**config.mk**
```make
export PLATFORM = sky130hd
export DESIGN_NAME = adc_spi_reader_flat
export DESIGN_NICKNAME = d
export VERILOG_FILES = /design/src/rtl/adc_spi_reader_if.sv /design/src/rtl/adc_spi_reader.sv /design/src/flat_wrapper.sv
export SDC_FILE = /design/constraint.sdc
export NUM_CORES = 1
export LEC_CHECK = 0
export BUFFER_PORTS_ARGS = -buffer_cell sky130_fd_sc_hd__buf_2
export CORE_MARGIN = 8
export CORE_UTILIZATION = 60
export DETAILED_ROUTE_END_ITERATION = 8
export PLACE_DENSITY = 0.83
export SYNTH_ARGS = -nofsm -noshare
export SYNTH_HDL_FRONTEND = slang
export SYNTH_SLANG_ARGS = --single-unit
```
**constraint.sdc**
```tcl
create_clock -name clockIn -period 2.95 [get_ports clockIn]
set_clock_uncertainty 0.2 [all_clocks]
set_input_delay 0.295 -clock clockIn [delete_from_list [all_inputs] [get_ports clockIn]]
set_output_delay 0.295 -clock clockIn [all_outputs]
set_load 0.05 [all_outputs]
```
**src/rtl/adc_spi_reader_if.sv**
```systemverilog
// adc_spi_reader_if
// Groups the conversion handshake (start/channel -> sample/valid/busy) and
// the SPI pins of the ADC into one bundle.
//   slave  : the reader itself (takes requests and miso, drives SPI pins and results)
//   master : the surroundings (request logic plus the ADC device)
interface adc_spi_reader_if #(
    parameter int DATA_BITS = 10
);
    logic                 start;
    logic                 channel;
    logic                 miso;
    logic                 sclk;
    logic                 csN;
    logic                 mosi;
    logic [DATA_BITS-1:0] sample;
    logic                 valid;
    logic                 busy;

    modport master (
        output start, channel, miso,
        input  sclk, csN, mosi, sample, valid, busy
    );

    modport slave (
        input  start, channel, miso,
        output sclk, csN, mosi, sample, valid, busy
    );
endinterface

```
**src/rtl/adc_spi_reader.sv**
```systemverilog
// adc_spi_reader
// SPI master (mode 0) running one conversion on an MCP3002-style 2-channel
// serial ADC. Every SCLK phase lasts one tick, so SCLK runs at tick rate / 2.
// Ports:
//   clockIn : system clock, rising edge
//   reset   : asynchronous, active-high
//   tick    : one-cycle bit-rate enable from the clock divider
//   bus     : start/channel request, miso in; sclk/csN/mosi, sample/valid/busy out
// Parameters:
//   DATA_BITS     : ADC result width (>= 2)
//   CS_HIGH_TICKS : minimum ticks csN stays high between frames (>= 1)
//
// state    | meaning
// IDLE     | csN high; waiting for an accepted request and a tick to open the frame
// SHIFT    | csN low; sclk toggles each tick, command out on mosi, data in on miso
// COOLDOWN | csN high; counting CS_HIGH_TICKS ticks before busy drops
module adc_spi_reader #(
    parameter int DATA_BITS     = 10,
    parameter int CS_HIGH_TICKS = 2
) (
    input  logic            clockIn,
    input  logic            reset,
    input  logic            tick,
    adc_spi_reader_if.slave bus
);
    // start, single-ended, channel, MSB-first, null bit, then data
    localparam int N_BITS = 4 + 1 + DATA_BITS;
    localparam int BIT_W  = $clog2(N_BITS);
    localparam int CD_W   = (CS_HIGH_TICKS > 1) ? $clog2(CS_HIGH_TICKS) : 1;

    localparam logic [BIT_W-1:0] LAST_BIT   = BIT_W'(N_BITS - 1);
    localparam logic [BIT_W-1:0] FIRST_DATA = BIT_W'(5);
    localparam logic [CD_W-1:0]  CD_LOAD    = CD_W'(CS_HIGH_TICKS - 1);

    typedef enum logic [1:0] {
        IDLE,
        SHIFT,
        COOLDOWN
    } state_t;

    state_t               state_q, state_d;
    logic                 busy_q, busy_d;
    logic                 pending_q, pending_d;
    logic                 chan_q, chan_d;
    logic                 sclk_q, sclk_d;
    logic                 csn_q, csn_d;
    logic                 mosi_q, mosi_d;
    logic                 valid_q, valid_d;
    logic [DATA_BITS-1:0] shreg_q, shreg_d;
    logic [DATA_BITS-1:0] sample_q, sample_d;
    logic [BIT_W-1:0]     bit_q, bit_d;
    logic [CD_W-1:0]      cd_q, cd_d;
    logic                 accept;

    // mosi value for frame bit idx; everything past the command is 0
    function automatic logic cmd_bit(input logic [BIT_W-1:0] idx, input logic ch);
        if (idx == BIT_W'(2)) begin
            return ch;
        end else if (idx < BIT_W'(4)) begin
            return 1'b1;
        end else begin
            return 1'b0;
        end
    endfunction

    // busy is only low in IDLE, so this is also the IDLE acceptance condition
    assign accept = bus.start && !busy_q;

    always_comb begin
        state_d   = state_q;
        busy_d    = busy_q;
        pending_d = pending_q;
        chan_d    = chan_q;
        sclk_d    = sclk_q;
        csn_d     = csn_q;
        mosi_d    = mosi_q;
        valid_d   = 1'b0;
        shreg_d   = shreg_q;
        sample_d  = sample_q;
        bit_d     = bit_q;
        cd_d      = cd_q;

        if (accept) begin
            chan_d    = bus.channel;
            busy_d    = 1'b1;
            pending_d = 1'b1;
        end

        case (state_q)
            IDLE: begin
                // a request arriving on a tick edge opens the frame on that same tick
                if (tick && (accept || pending_q)) begin
                    csn_d     = 1'b0;
                    sclk_d    = 1'b0;
                    mosi_d    = 1'b1;
                    pending_d = 1'b0;
                    bit_d     = '0;
                    state_d   = SHIFT;
                end
            end

            SHIFT: begin
                if (tick) begin
                    if (!sclk_q) begin
                        sclk_d = 1'b1;
                        // command and null bit clock out garbage on miso
                        if (bit_q >= FIRST_DATA) begin
                            shreg_d = {shreg_q[DATA_BITS-2:0], bus.miso};
                        end
                    end else begin
                        sclk_d = 1'b0;
                        if (bit_q == LAST_BIT) begin
                            csn_d    = 1'b1;
                            mosi_d   = 1'b0;
                            sample_d = shreg_q;
                            valid_d  = 1'b1;
                            cd_d     = CD_LOAD;
                            state_d  = COOLDOWN;
                        end else begin
                            bit_d  = bit_q + BIT_W'(1);
                            mosi_d = cmd_bit(bit_q + BIT_W'(1), chan_q);
                        end
                    end
                end
            end

            COOLDOWN: begin
                if (tick) begin
                    if (cd_q == '0) begin
                        busy_d  = 1'b0;
                        state_d = IDLE;
                    end else begin
                        cd_d = cd_q - CD_W'(1);
                    end
                end
            end

            default: begin
                state_d = IDLE;
            end
        endcase
    end

    always_ff @(posedge clockIn or posedge reset) begin
        if (reset) begin
            state_q   <= IDLE;
            busy_q    <= 1'b0;
            pending_q <= 1'b0;
            chan_q    <= 1'b0;
            sclk_q    <= 1'b0;
            csn_q     <= 1'b1;
            mosi_q    <= 1'b0;
            valid_q   <= 1'b0;
            shreg_q   <= '0;
            sample_q  <= '0;
            bit_q     <= '0;
            cd_q      <= '0;
        end else begin
            state_q   <= state_d;
            busy_q    <= busy_d;
            pending_q <= pending_d;
            chan_q    <= chan_d;
            sclk_q    <= sclk_d;
            csn_q     <= csn_d;
            mosi_q    <= mosi_d;
            valid_q   <= valid_d;
            shreg_q   <= shreg_d;
            sample_q  <= sample_d;
            bit_q     <= bit_d;
            cd_q      <= cd_d;
        end
    end

    assign bus.sclk   = sclk_q;
    assign bus.csN    = csn_q;
    assign bus.mosi   = mosi_q;
    assign bus.sample = sample_q;
    assign bus.valid  = valid_q;
    assign bus.busy   = busy_q;
endmodule

```
**src/flat_wrapper.sv**
```systemverilog
// flat-port wrapper written by rule: the top's interface ports become plain ports
module adc_spi_reader_flat 
#(
    parameter int DATA_BITS     = 10,
    parameter int CS_HIGH_TICKS = 2
)
  (clockIn, reset, tick, bus_start, bus_channel, bus_miso, bus_sclk, bus_csN, bus_mosi, bus_sample, bus_valid, bus_busy);
  adc_spi_reader_if #(.DATA_BITS(DATA_BITS)) bus_i ();
  input  logic clockIn;
  input  logic reset;
  input  logic tick;
  input wire logic [$bits(bus_i.start)-1:0] bus_start;
  input wire logic [$bits(bus_i.channel)-1:0] bus_channel;
  input wire logic [$bits(bus_i.miso)-1:0] bus_miso;
  output wire logic [$bits(bus_i.sclk)-1:0] bus_sclk;
  output wire logic [$bits(bus_i.csN)-1:0] bus_csN;
  output wire logic [$bits(bus_i.mosi)-1:0] bus_mosi;
  output wire logic [$bits(bus_i.sample)-1:0] bus_sample;
  output wire logic [$bits(bus_i.valid)-1:0] bus_valid;
  output wire logic [$bits(bus_i.busy)-1:0] bus_busy;
  assign bus_i.start = bus_start;
  assign bus_i.channel = bus_channel;
  assign bus_i.miso = bus_miso;
  assign bus_sclk = bus_i.sclk;
  assign bus_csN = bus_i.csN;
  assign bus_mosi = bus_i.mosi;
  assign bus_sample = bus_i.sample;
  assign bus_valid = bus_i.valid;
  assign bus_busy = bus_i.busy;
  adc_spi_reader #(.DATA_BITS(DATA_BITS), .CS_HIGH_TICKS(CS_HIGH_TICKS)) u_core (.clockIn(clockIn), .reset(reset), .tick(tick), .bus(bus_i));
endmodule
```
After elaboration in Yosys (flattened, before gate mapping)

Index checks and enable logic that the tools add are counted.
W data, S select, Z words.

Bits of input ports: 6
Word-level logic and storage cells: 84
Register bits: 34

Add/subtract/negate cells: 2
Equal/unequal tests: 11
Bitwise gates (word level): 1
Magnitude comparators: 2
Mux-type cells: 41
Reductions and logical operators: 15

Operators by type and width:

| kind                  | number |
|---|---|
| $mux W1               | 25 |
| $mux W4               | 4 |
| $reduce_and A5 Y1     | 3 |
| $mux W2               | 6 |
| $reduce_and A4 Y1     | 3 |
| $ne A2 B2 Y1 const B  | 4 |
| $pmux W1 S2           | 4 |
| $pmux W4 S2           | 1 |
| $ne A2 B1 Y1 const B  | 3 |
| $pmux W2 S3           | 1 |
| $reduce_and A6 Y1     | 1 |
| $add A4 B1 Y4 const B | 1 |
| $eq A4 B2 Y1 const B  | 1 |
| $eq A4 B4 Y1 const B  | 1 |
| $ge A4 B3 Y1 const B  | 1 |
| $lt A4 B3 Y1 const B  | 1 |
| $reduce_bool A2 Y1    | 2 |
| $reduce_and A3 Y1     | 1 |
| $eq A2 B1 Y1 const B  | 1 |
| $eq A2 B2 Y1 const B  | 1 |
| $logic_and A1 B1 Y1   | 2 |
| $logic_not A2 Y1      | 1 |
| $logic_not A1 Y1      | 1 |
| $logic_or A1 B1 Y1    | 1 |
| other kinds (2)       | 2 |

Depth between registers and ports, before layout

Depth in word-level cells: 8
Mapped depth: 7
Gate-level depth less buffers: 6

Worst setup path before layout

No wires, ideal clock.

Path type: register -> register
Start point: register u_core.sclk_q, in the netlist u_core.bus.sclk
End point: register u_core.sample_q[0], in the netlist u_core.bus.sample[0]
Data arrival time: 1.743 ns
Path buffers: 2
Clock period less this slack: 2.068 ns
Cell stages (with the launch flop): 7
Library setup time: 0.125 ns
Slack: 0.882 ns
Required time: 2.625 ns
Path through: dfrtp_1 buf_2 and2_1 and3_1 nand2_1 buf_2 mux2_2

Word-level cells in the longest chain between the ends: 1

Ends and longest elaborated chain:

| item                               | RTL line              | source |
|---|---|---|
| from (decl)                        | adc_spi_reader.sv:45  | `logic sclk_q, sclk_d;` |
| from (signal assigned)             | adc_spi_reader.sv:163 | `sclk_q <= sclk_d;` |
| $reduce_and A4 Y1 (no source line) | -                     |  |
| to (signal assigned)               | adc_spi_reader.sv:168 | `sample_q <= sample_d;` |
| to (decl)                          | adc_spi_reader.sv:50  | `logic [DATA_BITS-1:0] sample_q, sample_d;` |

Every way passes these cells.
A chain may end at the register's enable or synchronous reset.

Final worst setup path

Start point: register u_core.bit_q[0]
End point: register u_core.sample_q[5], in the netlist u_core.bus.sample[5]

Word-level cells in the longest chain between the ends: 2

Ends and longest elaborated chain:

| item                               | RTL line              | source |
|---|---|---|
| from (decl)                        | adc_spi_reader.sv:51  | `logic [BIT_W-1:0] bit_q, bit_d;` |
| from (signal assigned)             | adc_spi_reader.sv:169 | `bit_q <= bit_d;` |
| $eq A4 B4 Y1                       | adc_spi_reader.sv:112 | `if (bit_q == LAST_BIT) begin` |
| $reduce_and A4 Y1 (no source line) | -                     |  |

Every way passes these cells.

==> impl_metrics.tcl <==
set metrics [dict create \
    grt_max_degree 35 \
    synth-edff-count 0 \
    synthDistinctLibCells 27 \
    placed_area_um2 1650 \
    worst_slew_pin_slew_ns 0.536 \
    cp.required_ns 2.97 \
    antenna_found_initial 0 \
    min_period_ns 2.24 \
    power_mw 1.61 \
    maxCapViolations 0 \
    min-delay-start "u_core.bus.sample[4]" \
    dieArea_um2 4380 \
    powerDensity_nw_per_um2 914 \
    r2r_setup_slack_ns 0.71 \
    drtIter0Drc 21 \
    cts_resized 0 \
    clk_latency_ns 0.33 \
    leakagePower_nw 0.892 \
    drive_gt1_frac 0.346 \
    fin_area_um2 1760 \
    worstPathArrival_ns 2.26 \
    vias 1009 \
    fp.dieW_um 66.2 \
    finalCritPeriodShare 0.760 \
    core-area_um2 2430 \
    dr.pass1.iters 4 \
    ys.flop_type "dfrtp_1" \
    status "completed" \
    path_max_fanout 11 \
    cts_setup_buffers 0 \
    vias_per_cell 5.42 \
    grt.total_usage 0.146 \
    syn_to_final_growth_pct 16.2 \
    syn-num-nets 135 \
    peakVddDrop_v 0.000803 \
    slew_headroom 0.641 \
    rsz0062_at_grt "false" \
    wl_per_cell_um 14.6 \
    cts.sinks 34 \
    ys_ff_latch 34 \
    cp-end-kind "register" \
    fp-row-count 18 \
    hold_buffers 5 \
    timing.rr.start "u_core.bit_q[0]" \
    rr_endpoint "u_core.bus.sample[5]" \
    grt_overflow_total 0 \
    yosysWarnings 0 \
    initial_core_util 0.621 \
    ant_nets 0 \
    antenna_cells 0 \
    crit_path_start_kind "register" \
    avgSynthCellArea_um2 12.2 \
    clock.fmax_mhz 446 \
    tritoncts "done" \
    grt_pass1_vias 1070 \
    hold_violations 0 \
    htreeDepth 2 \
    tns_ns 0 \
    critPathLaunch "u_core.bit_q[0]" \
    top_level_ports 21 \
    final_net_count 166 \
    place.gp.congestion 0.839 \
    drv_slew 0 \
    hpwlAfterDp_um 1980 \
    cts-root-buf "clkbuf_4" \
    reg2reg_depth 6 \
    async_flop_share 1.00 \
    crit_type "register to register" \
    clk_pin_slew_ns 0.10 \
    critPathCapture "u_core.bus.sample[5]" \
    clk_path_buf_depth 2 \
    syn_inst 124 \
    drc 0 \
    synthesis.area_um2 1510 \
    hp-class "register to register" \
    die_height_um 66.2 \
    grt_pass1_wl_um 4770 \
    setup_viol 0 \
    routed_wl_um 2720 \
    synth-seq-area-share 0.564 \
    port_buffers 20 \
    cts_buffers 5 \
]
-- cells in the final DEF (no fill, tap or decap), types with 2 or more instances in the layout --
master,count
mux2_2,22
nor2b_1,2
nand2b_1,3
nand2_1,10
o22a_1,2
dfrtp_1,33
inv_1,8
ha_1,5
nor2_1,6
a31oi_1,4
clkbuf_4,5
dlygate4sd3_1,5
o21ai_0,5
and2_1,2
nand3_1,2
a21oi_1,6
buf_2,20
-- critical path, cell delays in order, from the launching register on --
cell and delay, ns:
dfrtp_1 0.44, inv_1 0.11, ha_1 0.23, and2_1 0.18
and3_1 0.21, nand2_1 0.36, mux2_2 0.39
-- power breakdown --
group	switching [mW]	total, mW	internal (mW)
clock network	0.149	0.264	0.115
registers	0.129	0.738	0.609
logic	0.361	0.604	0.243
total	0.639	1.61	0.967
-- cells in the mapped netlist (all sizes together) (2+ instances only) --
cell type / number / share of area
mux2: 22 / 0.16
buf: 2 / 0.0066
nor2b: 2 / 0.0083
o21ai: 5 / 0.017
nor2: 6 / 0.015
dfrtp: 33 / 0.55
inv: 8 / 0.020
nand3: 2 / 0.0066
and2: 2 / 0.0083
a31oi: 4 / 0.017
ha: 5 / 0.041
nand2: 10 / 0.025
nand2b: 3 / 0.012
o31ai: 2 / 0.013
o22a: 2 / 0.012
a21oi: 6 / 0.020
-- layer usage --
metal | share of wire | GRT usage | vias up
met5 | 0 | 0 | -
met4 | 0.015 | 0.0560 | 0
met3 | 0.047 | 0.0644 | 6
met2 | 0.51 | 0.251 | 18
met1 | 0.43 | 0.152 | 491
li1 | - | - | 494
-- cell type report --
cell class,count,area [µm²]
clock inverters,1,5.00
well taps,30,37.5
flip-flops and latches,34,852
multi-input cells,80,619
repair buffers,26,158
fillers,169,676
clock buffers,7,55.1
inverters,8,30.0
-- worst min-delay path by stage --
| stage | slack (ns) | cells after the start | endpoint |
|---|---|---|---|
| global placement | 0.20 | 3 | u_core.bus.sample[8] |
| finish | 0.32 | 1 | u_core.bus.sample[4] |
| CTS | 0.32 | 1 | u_core.bus.sample[3] |
| floorplan | 0.21 | 1 | u_core.pending_q |
| detailed placement | 0.21 | 3 | u_core.bus.sample[1] |
| global route | 0.35 | 1 | u_core.bus.sample[2] |
-- kinds of logic after synthesis --
kind of cell | after synthesis | share of synthesized area
compound gates | 21 | 0.0886
xor+xnor | 1 | 0.00580
fa+ha+maj | 5 | 0.0414
buf+inv | 10 | 0.0265
flops | 34 | 0.564
mux | 23 | 0.171
simple gates | 30 | 0.103
-- flip-flops by register name (all words and copies together), names as in the netlist --
name,cells
u_core.bus.sample,10
u_core.bus.csN,1
u_core.shreg_q,10
u_core.bus.mosi,1
u_core.bus.busy,1
u_core.state_q,2
u_core.pending_q,1
u_core.chan_q,1
u_core.bus.valid,1
u_core.bus.sclk,1
u_core.cd_q,1
u_core.bit_q,4
-- per-stage QoR --
step           hold WS (ns)   util  std cells  worst slack (ns)
2_1_floorplan         0.205      -        124             0.882
3_3_place_gp          0.196  0.677        173             0.813
3_5_place_dp          0.209  0.677        173             0.708
4_1_cts               0.323  0.722        186             0.691
5_1_grt               0.347  0.722        186             0.575
6_report              0.315  0.722        186             0.709
No activity file was read; power rests on OpenSTA's default activity.
